File: config.mk
export PLATFORM = sky130hd
export DESIGN_NAME = memctrl
export DESIGN_NICKNAME = d
export VERILOG_FILES = /design/src/rtl/memctrl_pkg.sv /design/src/rtl/memctrl_arb.sv /design/src/rtl/memctrl.sv
export SDC_FILE = /design/constraint.sdc
export NUM_CORES = 1
export LEC_CHECK = 0
export CORE_MARGIN = 1.5
export CORE_UTILIZATION = 57
export CTS_CLUSTER_DIAMETER = 60
export DETAILED_ROUTE_END_ITERATION = 6
export PLACE_DENSITY = 0.89
export SYNTH_ARGS = -nofsm -noshare
export SYNTH_HDL_FRONTEND = slang
export SYNTH_SLANG_ARGS = --single-unit
File: constraint.sdc
create_clock -name clk -period 6.1 [get_ports clk]
set_input_delay 1.525 -clock clk [delete_from_list [all_inputs] [get_ports clk]]
set_output_delay 1.525 -clock clk [all_outputs]
set_load 0.02 [all_outputs]
File: src/rtl/memctrl_pkg.sv
// Shared types and constants for the memory controller: FSM encoding,
// port selector, transfer descriptor, access lengths and IO address match.
package memctrl_pkg;

  typedef enum logic [1:0] {
    S_IDLE,
    S_READ,
    S_WRITE,
    S_DONE
  } state_t;

  typedef enum logic {
    PORT_IF,
    PORT_MEM
  } port_t;

  localparam logic [2:0] LEN_B = 3'd1;
  localparam logic [2:0] LEN_H = 3'd2;
  localparam logic [2:0] LEN_W = 3'd4;

  // Bits [17:16] of an address select the IO window when equal to this.
  localparam logic [1:0] IO_SEL = 2'b11;

  typedef struct packed {
    port_t       port;
    logic        wr;
    logic [2:0]  len;
    logic [31:0] addr;
    logic [31:0] wdata;
  } xfer_t;

  function automatic logic is_io(input logic [31:0] a);
    return a[17:16] == IO_SEL;
  endfunction

endpackage

File: src/rtl/memctrl_arb.sv
// Request arbiter: picks the data port over the fetch port and normalises
// the access length to 1, 2 or 4 bytes.
module memctrl_arb
  import memctrl_pkg::*;
(
  input  logic        if_en_i,
  input  logic [31:0] if_addr_i,
  input  logic        mem_en_i,
  input  logic        mem_wr_i,
  input  logic [2:0]  mem_len_i,
  input  logic [31:0] mem_addr_i,
  input  logic [31:0] mem_data_i,
  output logic        req_valid,
  output xfer_t       req
);

  always_comb begin
    // NOTE: every output gets a default before any branch, so no path leaves
    // a variable unassigned and no latch is inferred.
    req_valid = if_en_i | mem_en_i;
    req       = '{port: PORT_IF, wr: 1'b0, len: LEN_W, addr: if_addr_i, wdata: '0};
    if (mem_en_i) begin
      req.port  = PORT_MEM;
      req.wr    = mem_wr_i;
      req.addr  = mem_addr_i;
      req.wdata = mem_data_i;
      case (mem_len_i)
        LEN_B:   req.len = LEN_B;
        LEN_H:   req.len = LEN_H;
        default: req.len = LEN_W;
      endcase
    end
  end

endmodule

File: src/rtl/memctrl.sv
// Byte-serial RAM bus controller for instruction fetches and data loads/stores.
// Define MEMCTRL_IOFULL_EN to add io_buffer_full back-pressure on IO-window stores.
module memctrl
  import memctrl_pkg::*;
(
  input  logic        clk,
  input  logic        rst_n,
  input  logic        rdy,
  input  logic        if_en_i,
  input  logic [31:0] if_addr_i,
  output logic        if_rdy_o,
  output logic [31:0] if_inst_o,
  input  logic        mem_en_i,
  input  logic        mem_wr_i,
  input  logic [2:0]  mem_len_i,
  input  logic [31:0] mem_addr_i,
  input  logic [31:0] mem_data_i,
  output logic        mem_rdy_o,
  output logic [31:0] mem_data_o,
`ifdef MEMCTRL_IOFULL_EN
  input  logic        io_buffer_full,
`endif
  input  logic [7:0]  ram_din,
  output logic [7:0]  ram_dout,
  output logic [31:0] ram_a,
  output logic        ram_wr
);

  state_t      state, state_n;
  xfer_t       req, cur;
  logic        req_valid;
  logic [2:0]  cnt;
  logic [31:0] rdata, rdata_cap, issue_addr, wshift;
  logic [1:0]  cap_idx;
  logic        accept, abort, capture, issue, rd_done, wr_done;
  logic        io_gap, io_stall, acc_stall;

  memctrl_arb u_arb (
    .if_en_i    (if_en_i),
    .if_addr_i  (if_addr_i),
    .mem_en_i   (mem_en_i),
    .mem_wr_i   (mem_wr_i),
    .mem_len_i  (mem_len_i),
    .mem_addr_i (mem_addr_i),
    .mem_data_i (mem_data_i),
    .req_valid  (req_valid),
    .req        (req)
  );

  assign issue_addr = cur.addr + {29'd0, cnt};
  assign wshift     = cur.wdata >> {cnt[1:0], 3'b000};
  // In READ, cnt runs one ahead of the byte arriving on ram_din.
  assign cap_idx    = cnt[1:0] - 2'd1;

`ifdef MEMCTRL_IOFULL_EN
  assign io_gap    = ram_wr && is_io(ram_a);
  assign io_stall  = io_buffer_full && is_io(issue_addr);
  assign acc_stall = io_buffer_full && is_io(req.addr);
`else
  assign io_gap    = 1'b0;
  assign io_stall  = 1'b0;
  assign acc_stall = 1'b0;
`endif

  always_comb begin
    rdata_cap = rdata;
    rdata_cap[{cap_idx, 3'b000} +: 8] = ram_din;
  end

  always_ff @(posedge clk or negedge rst_n) begin
    // NOTE: sequential state uses non-blocking assignments so every register
    // samples pre-edge values regardless of statement order.
    if (!rst_n)   state <= S_IDLE;
    else if (rdy) state <= state_n;
  end

  always_comb begin
    state_n = state;
    accept  = 1'b0;
    abort   = 1'b0;
    capture = 1'b0;
    issue   = 1'b0;
    rd_done = 1'b0;
    wr_done = 1'b0;
    case (state)
      S_IDLE, S_DONE: begin
        state_n = S_IDLE;
        if (req_valid) begin
          accept  = 1'b1;
          state_n = req.wr ? S_WRITE : S_READ;
        end
      end
      S_READ: begin
        if (cur.port == PORT_IF && (!if_en_i || if_addr_i != cur.addr)) begin
          abort   = 1'b1;
          state_n = S_IDLE;
        end else begin
          capture = (cnt != 3'd0);
          if (cnt == cur.len) begin
            rd_done = 1'b1;
            state_n = S_DONE;
          end
        end
      end
      S_WRITE: begin
        if (!io_gap) begin
          if (cnt == cur.len) begin
            wr_done = 1'b1;
            state_n = S_DONE;
          end else if (!io_stall) begin
            issue = 1'b1;
          end
        end
      end
      default: state_n = S_IDLE;
    endcase
  end

  always_ff @(posedge clk or negedge rst_n) begin
    if (!rst_n) begin
      cur        <= '0;
      cnt        <= '0;
      rdata      <= '0;
      ram_a      <= '0;
      ram_dout   <= '0;
      ram_wr     <= 1'b0;
      if_rdy_o   <= 1'b0;
      mem_rdy_o  <= 1'b0;
      if_inst_o  <= '0;
      mem_data_o <= '0;
    end else if (rdy) begin
      ram_wr    <= 1'b0;
      if_rdy_o  <= 1'b0;
      mem_rdy_o <= 1'b0;

      if (accept) begin
        cur   <= req;
        rdata <= '0;
        ram_a <= req.addr;
        cnt   <= '0;
        if (req.wr && !acc_stall) begin
          ram_wr   <= 1'b1;
          ram_dout <= req.wdata[7:0];
          cnt      <= 3'd1;
        end
      end

      if (state == S_READ && !abort) begin
        cnt <= cnt + 3'd1;
        if (cnt + 3'd1 < cur.len) ram_a <= ram_a + 32'd1;
        if (capture) rdata <= rdata_cap;
        if (rd_done) begin
          if (cur.port == PORT_IF) begin
            if_rdy_o  <= 1'b1;
            if_inst_o <= rdata_cap;
          end else begin
            mem_rdy_o  <= 1'b1;
            mem_data_o <= rdata_cap;
          end
        end
      end

      if (issue) begin
        ram_wr   <= 1'b1;
        ram_a    <= issue_addr;
        ram_dout <= wshift[7:0];
        cnt      <= cnt + 3'd1;
      end

      if (wr_done) mem_rdy_o <= 1'b1;
    end
  end

endmodule

[Word level (Yosys, flattened, before mapping)]
Cells that the tools add are included.
Storage, ports and cells
  bits in registers: 212
  bits of input ports: 113
  output and inout bits: 107
  word-level logic and storage cells: 92
Operators by class
  add/sub/neg operators: 5
  magnitude comparators: 1
  equality and inequality tests: 7
  shift-type cells: 3
  mux-type cells: 44
  bitwise operators: 2
  reduce and logical (&&, ||, !) cells: 16
Operators with widths (number)
  $mux 32: 7
  $mux 69: 1
  $add 32x1->32 const B: 1
  $add 32x3->32: 1
  $bwmux 32: 1
  $ne 32x32->1: 1
  $shift 8x7->32 const A: 1
  $shiftx 8x7->32: 1
  $shr 32x5->8: 1
  $mux 8: 3
  $mux 1: 23
  $mux 3: 3
  $mux 2: 4
  $reduce_and 4->1: 2
  $neg 5->7: 1
  $pmux 2 s3: 1
  $pmux 3 s2: 1
  $reduce_bool 3->1: 2
  $eq 2x2->1 const B: 2
  $reduce_and 2->1: 2
  $reduce_bool 2->1: 2
  $add 3x1->3 const B: 1
  $eq 3x1->1 const B: 1
  $eq 3x2->1 const B: 1
  12 further kinds: 14

[Longest topological paths before layout]
  depth in word-level cells: 9
  gate-level depth with buffers: 14
  mapped depth without buffers: 10

[Modules after synthesis]
Synthesis repeated with hierarchy kept, for this count alone.
Unflattened totals
  cells, all modules: 1189
  area, all modules: 11725.0 µm²
By module, submodules not included
  memctrl: instances 1, cells each 1111, area an instance 11040.6 µm², sequential area each 5305.1 µm²
  memctrl_arb: instances 1, cells each 78, area an instance 684.4 µm², sequential area each 0.0 µm²

[Worst setup path before layout]
No wires, ideal clock.
  path type: register to register
  start: reg cnt[0]
  end: reg ram_a[17]
  setup time: 0.120 ns
  arrival: 3.651 ns
  required time: 5.980 ns
  setup slack: 2.329 ns
  stages on the path, launching flop included: 13
  path buffers: 2
  period minus slack after synthesis: 3.771 ns
  cells stage by stage: dfrtp_1 clkbuf_1 buf_1 inv_1 ha_1 ha_1 nor2b_1 o21ai_0 nand2b_1 or4_4 a211o_1 or3_1 a31o_1
On the way
  cells in the longest elaborated chain, start to end: 5
  elaborated cells between the ends (all ways): 9
  those cells by class: add/sub (2); order compare (1); eq/ne (1); mux (5)
Ends and longest elaborated chain
  start, declared: RTL line memctrl.sv:32  | logic [2:0] cnt;
  start signal, assigned: RTL line memctrl.sv:149  | cnt <= cnt + 3'd1;
  start signal, assigned: RTL line memctrl.sv:167  | cnt <= cnt + 3'd1;
  $add 3x1->3: RTL line memctrl.sv:150  | if (cnt + 3'd1 < cur.len) ram_a <= ram_a + 32'd1;
  $lt 3x3->1: RTL line memctrl.sv:150
  $mux 32: RTL line memctrl.sv:150
  $mux 32: RTL line memctrl.sv:148  | if (state == S_READ && !abort) begin
  $mux 32 (*): RTL line memctrl.sv:163  | if (issue) begin
  end signal, assigned: RTL line memctrl.sv:139  | ram_a <= req.addr;
  end signal, assigned: RTL line memctrl.sv:150
  end signal, assigned: RTL line memctrl.sv:165  | ram_a <= issue_addr;
  end, declared: RTL line memctrl.sv:25  | output logic [31:0] ram_a,
Mark *: on every way between the ends. The rest lies on a longest branch, timed or not.
A chain may end at the register's enable or synchronous reset.

[Final worst setup path]
  start: in if_addr_i[27]
  end: reg mem_data_o[3]
On the way
  cells in the longest elaborated chain, start to end: 8
  elaborated cells between the ends (all ways): 10
  those cells by class: eq/ne (1); mux (4); reduce/logical (5)
Ends and longest elaborated chain
  start, declared: RTL line memctrl.sv:10  | input logic [31:0] if_addr_i,
  $ne 32x32->1 (*): RTL line memctrl.sv:94  | if (cur.port == PORT_IF && (!if_en_i || if_addr_i != cur.addr)) begin
  $logic_or 1x1->1 (*): RTL line memctrl.sv:94
  $logic_and 1x1->1 (*): RTL line memctrl.sv:94
  $mux 1: RTL line memctrl.sv:94
  $mux 1: RTL line memctrl.sv:85  | case (state)
  $logic_not 1->1: RTL line memctrl.sv:148
  $logic_and 1x1->1: RTL line memctrl.sv:148
  $reduce_and 4->1 (no source line) (*)
  end signal, assigned: RTL line memctrl.sv:158  | mem_data_o <= rdata_cap;
  end, declared: RTL line memctrl.sv:19  | output logic [31:0] mem_data_o,
Marked as above.

==> results_dict.tcl <==
set metrics [dict create \
    synth_ff_type "dfrtp_1" \
    r2r-start "cnt[0]" \
    synth_edf_count 0 \
    fillers 1471 \
    root_buffer "clkbuf_16" \
    dieArea_um2 21600 \
    routabilityCongestion 0.936 \
    cp_max_fo 38 \
    grt_overflow_total 0 \
    critPathLaunchType "input port" \
    wire_per_inst_um 20.2 \
    grt_max_degree 133 \
    drive_above_1_share_pct 6.18 \
    drt_iter0_markers 1092 \
    placementRows 52 \
    crit_end "mem_data_o[3]" \
    fin_crit_sh_pct 74.8 \
    synth_top_area_share_pct 44.9 \
    crit_chain "clkdlybuf4s50_1, xor2_1, nor4_1, nand4_1, or3_1, a21oi_4, buf_4, nor2_1, a21oi_1" \
    setup_tns_ns 0 \
    dpl_cell_area_um2 14100 \
    crit_path_start "if_addr_i[27]" \
    finalCriticalPeriod_ns 4.56 \
    tritoncts "yes" \
    netlist_instances 1293 \
    synth.cell_area_um2 11800 \
    routed_wl_mm 35.2 \
    finalPower_mw 7.15 \
    hpwlAfterDp_mm 24.6 \
    route.vias.total 10900 \
    rsz0062_at_grt "no" \
    p_leak_nw 6.31 \
    coreArea_um2 20300 \
    ys_types 74 \
    drcViolationCount 0 \
    max_stage_delay_ns 0.79 \
    via_per_inst 6.27 \
    worstPathArrival_ns 5.00 \
    finalClockSkew_ns 0.0103 \
    ff2ff_path_depth 11 \
    crit_family "simple AND/OR/NAND/NOR gates" \
    synth_seq_cells 212 \
    num-nets-final 1586 \
    cts-resized-gates 0 \
    wl_met1_mm 14.7 \
    rr_endpoint "ram_a[29]" \
    synth.net_count 1422 \
    grt_pass1_vias 10200 \
    crit_buf_inv 2 \
    cp.depth 9 \
    tightest_slew_ns 1.22 \
    fmax_ghz 0.219 \
    hold_buffers 0 \
    ant_nets 0 \
    yosys.area.top_type "dfrtp_1" \
    hp-start "if_inst_o[4]" \
    grt_pass1_wl_mm 55.7 \
    reg2reg_slack_ns 1.76 \
    cts.sink_count 212 \
    cts_setup_buffers 0 \
    die_h_um 147 \
    antenna_found_initial 0 \
    synth.avg_cell_area_um2 9.13 \
    clk_latency_ns 0.52 \
    synth_warnings 0 \
    wl_met2_mm 15.9 \
    routed.top_layer "met4" \
    vdd_drop_max_v 0.000260 \
    drv_slew 0 \
    status "completed" \
    relSlewSlack_pct 18.6 \
    initial_utilization_pct 58.2 \
    io_pins 220 \
    syn2layout_area_growth_pct 26.3 \
    setup_viol 0 \
    dr.pass1.iters 7 \
    post-synth-top-count-cell "dfrtp_1" \
    critPathKind "input port to flop" \
    ctsLongestPathBuffers 3 \
    routed-wl-met3_mm 3.75 \
    die_w_um 147 \
    numCtsBuffers 23 \
    ys_async_sr_fraction_pct 100 \
    antenna_cells 0 \
    cts_max_level 1 \
    synth_area_leaders "dfrtp_1 (45%), nand2_1 (5.8%), o21ai_0 (5.4%), a21oi_1 (4.3%), xor2_1 (3.6%)" \
    grt_use_total_pct 32.2 \
    powerDensity_nw_per_um2 480 \
    min_path_type "flop to flop" \
    final_area_um2 14900 \
    portBuffers 219 \
    crit_slowest_cell "a21oi_4" \
    final_hold_viol_count 0 \
    ys_seq_area_share_pct 44.9 \
    required_ns 6.54 \
    fin_util_pct 73.5 \
    cap_violations 0 \
    cp-end-kind "flop" \
    path_clk_slew_ns 0.06 \
    synth_common_cells "dfrtp_1 (212), nand2_1 (181), o21ai_0 (127)" \
]
[kinds of logic (layout without fill, tap and decap cells)]
group / Yosys count / after routing / share of synthesized area, %
mux: 53 / 53 / 5.48
fa+ha+maj: 16 / 16 / 1.76
xor+xnor: 70 / 70 / 5.19
flops: 212 / 212 / 44.9
buf+inv: 113 / 292 / 3.93
compound gates: 380 / 380 / 20.5
simple gates: 449 / 449 / 18.2
[state kept, by name, indices dropped and copies added (netlist names)]
signal,count
ram_wr,1
ram_dout,8
cur,68
cnt,3
if_inst_o,32
mem_rdy_o,1
mem_data_o,32
state,2
rdata,32
ram_a,32
if_rdy_o,1
[worst min-delay path, delay by kind of cell, from the launching register on]
kind / cells / cell delay [ns]
compound gates: 1 / 0.06
flops: 1 / 0.34
simple gates: 1 / 0.05
[where the power goes]
part | internal (mW) | switching (mW)
sequential | 1.93 | 0.599
clock | 0.954 | 0.592
combinational | 1.35 | 1.74
[layout by cell type (no fill, tap or decap), drive strengths merged, types with 15 or more instances in the layout]
master / netlist / routed
nor2b: 59 / 59
nor3: 17 / 17
inv: 21 / 24
nor4: 18 / 18
nor2: 82 / 82
clkdlybuf4s50: 0 / 216
a221o: 31 / 31
and3: 15 / 15
mux2i: 32 / 32
clkbuf: 63 / 29
nand3: 29 / 29
nand2: 182 / 182
a21oi: 105 / 105
xor2: 49 / 49
o21ai: 131 / 131
nand4: 16 / 16
dfrtp: 212 / 212
xnor2: 21 / 21
ha: 15 / 15
[stage by stage]
step	setup slack, ns	hold WS, ns	std cells
floorplan	2.33	0.445	1293
finish	1.54	0.476	1742
global route	1.32	0.502	1742
global placement	1.29	0.457	1702
CTS	1.59	0.482	1742
detailed placement	1.16	0.468	1702
[final cells by class]
cell class                 instances  area, um^2  area share (%)
clock inverter                    12         200            1.34
multi-input combinational        968        6070            40.7
inverter                          21        78.8           0.528
clock buffer                      28         634            4.25
timing repair buffer             231        2290            15.3
tap                              270         338            2.26
sequential                       212        5310            35.6
[worst min path at each step]
stage,end,depth (start not counted)
floorplan,cur[16],2
global placement,cur[13],2
detailed placement,cur[12],2
CTS,cur[12],2
global route,if_inst_o[5],2
finish,if_inst_o[4],2
[routing by layer]
metal / vias to the layer above / GRT usage (%)
met5: - / 0
met4: 0 / 9.30
met3: 78 / 6.61
met2: 680 / 49.0
met1: 5193 / 46.9
li1: 4973 / -
Note: power is estimated with default switching activity, not from simulation.
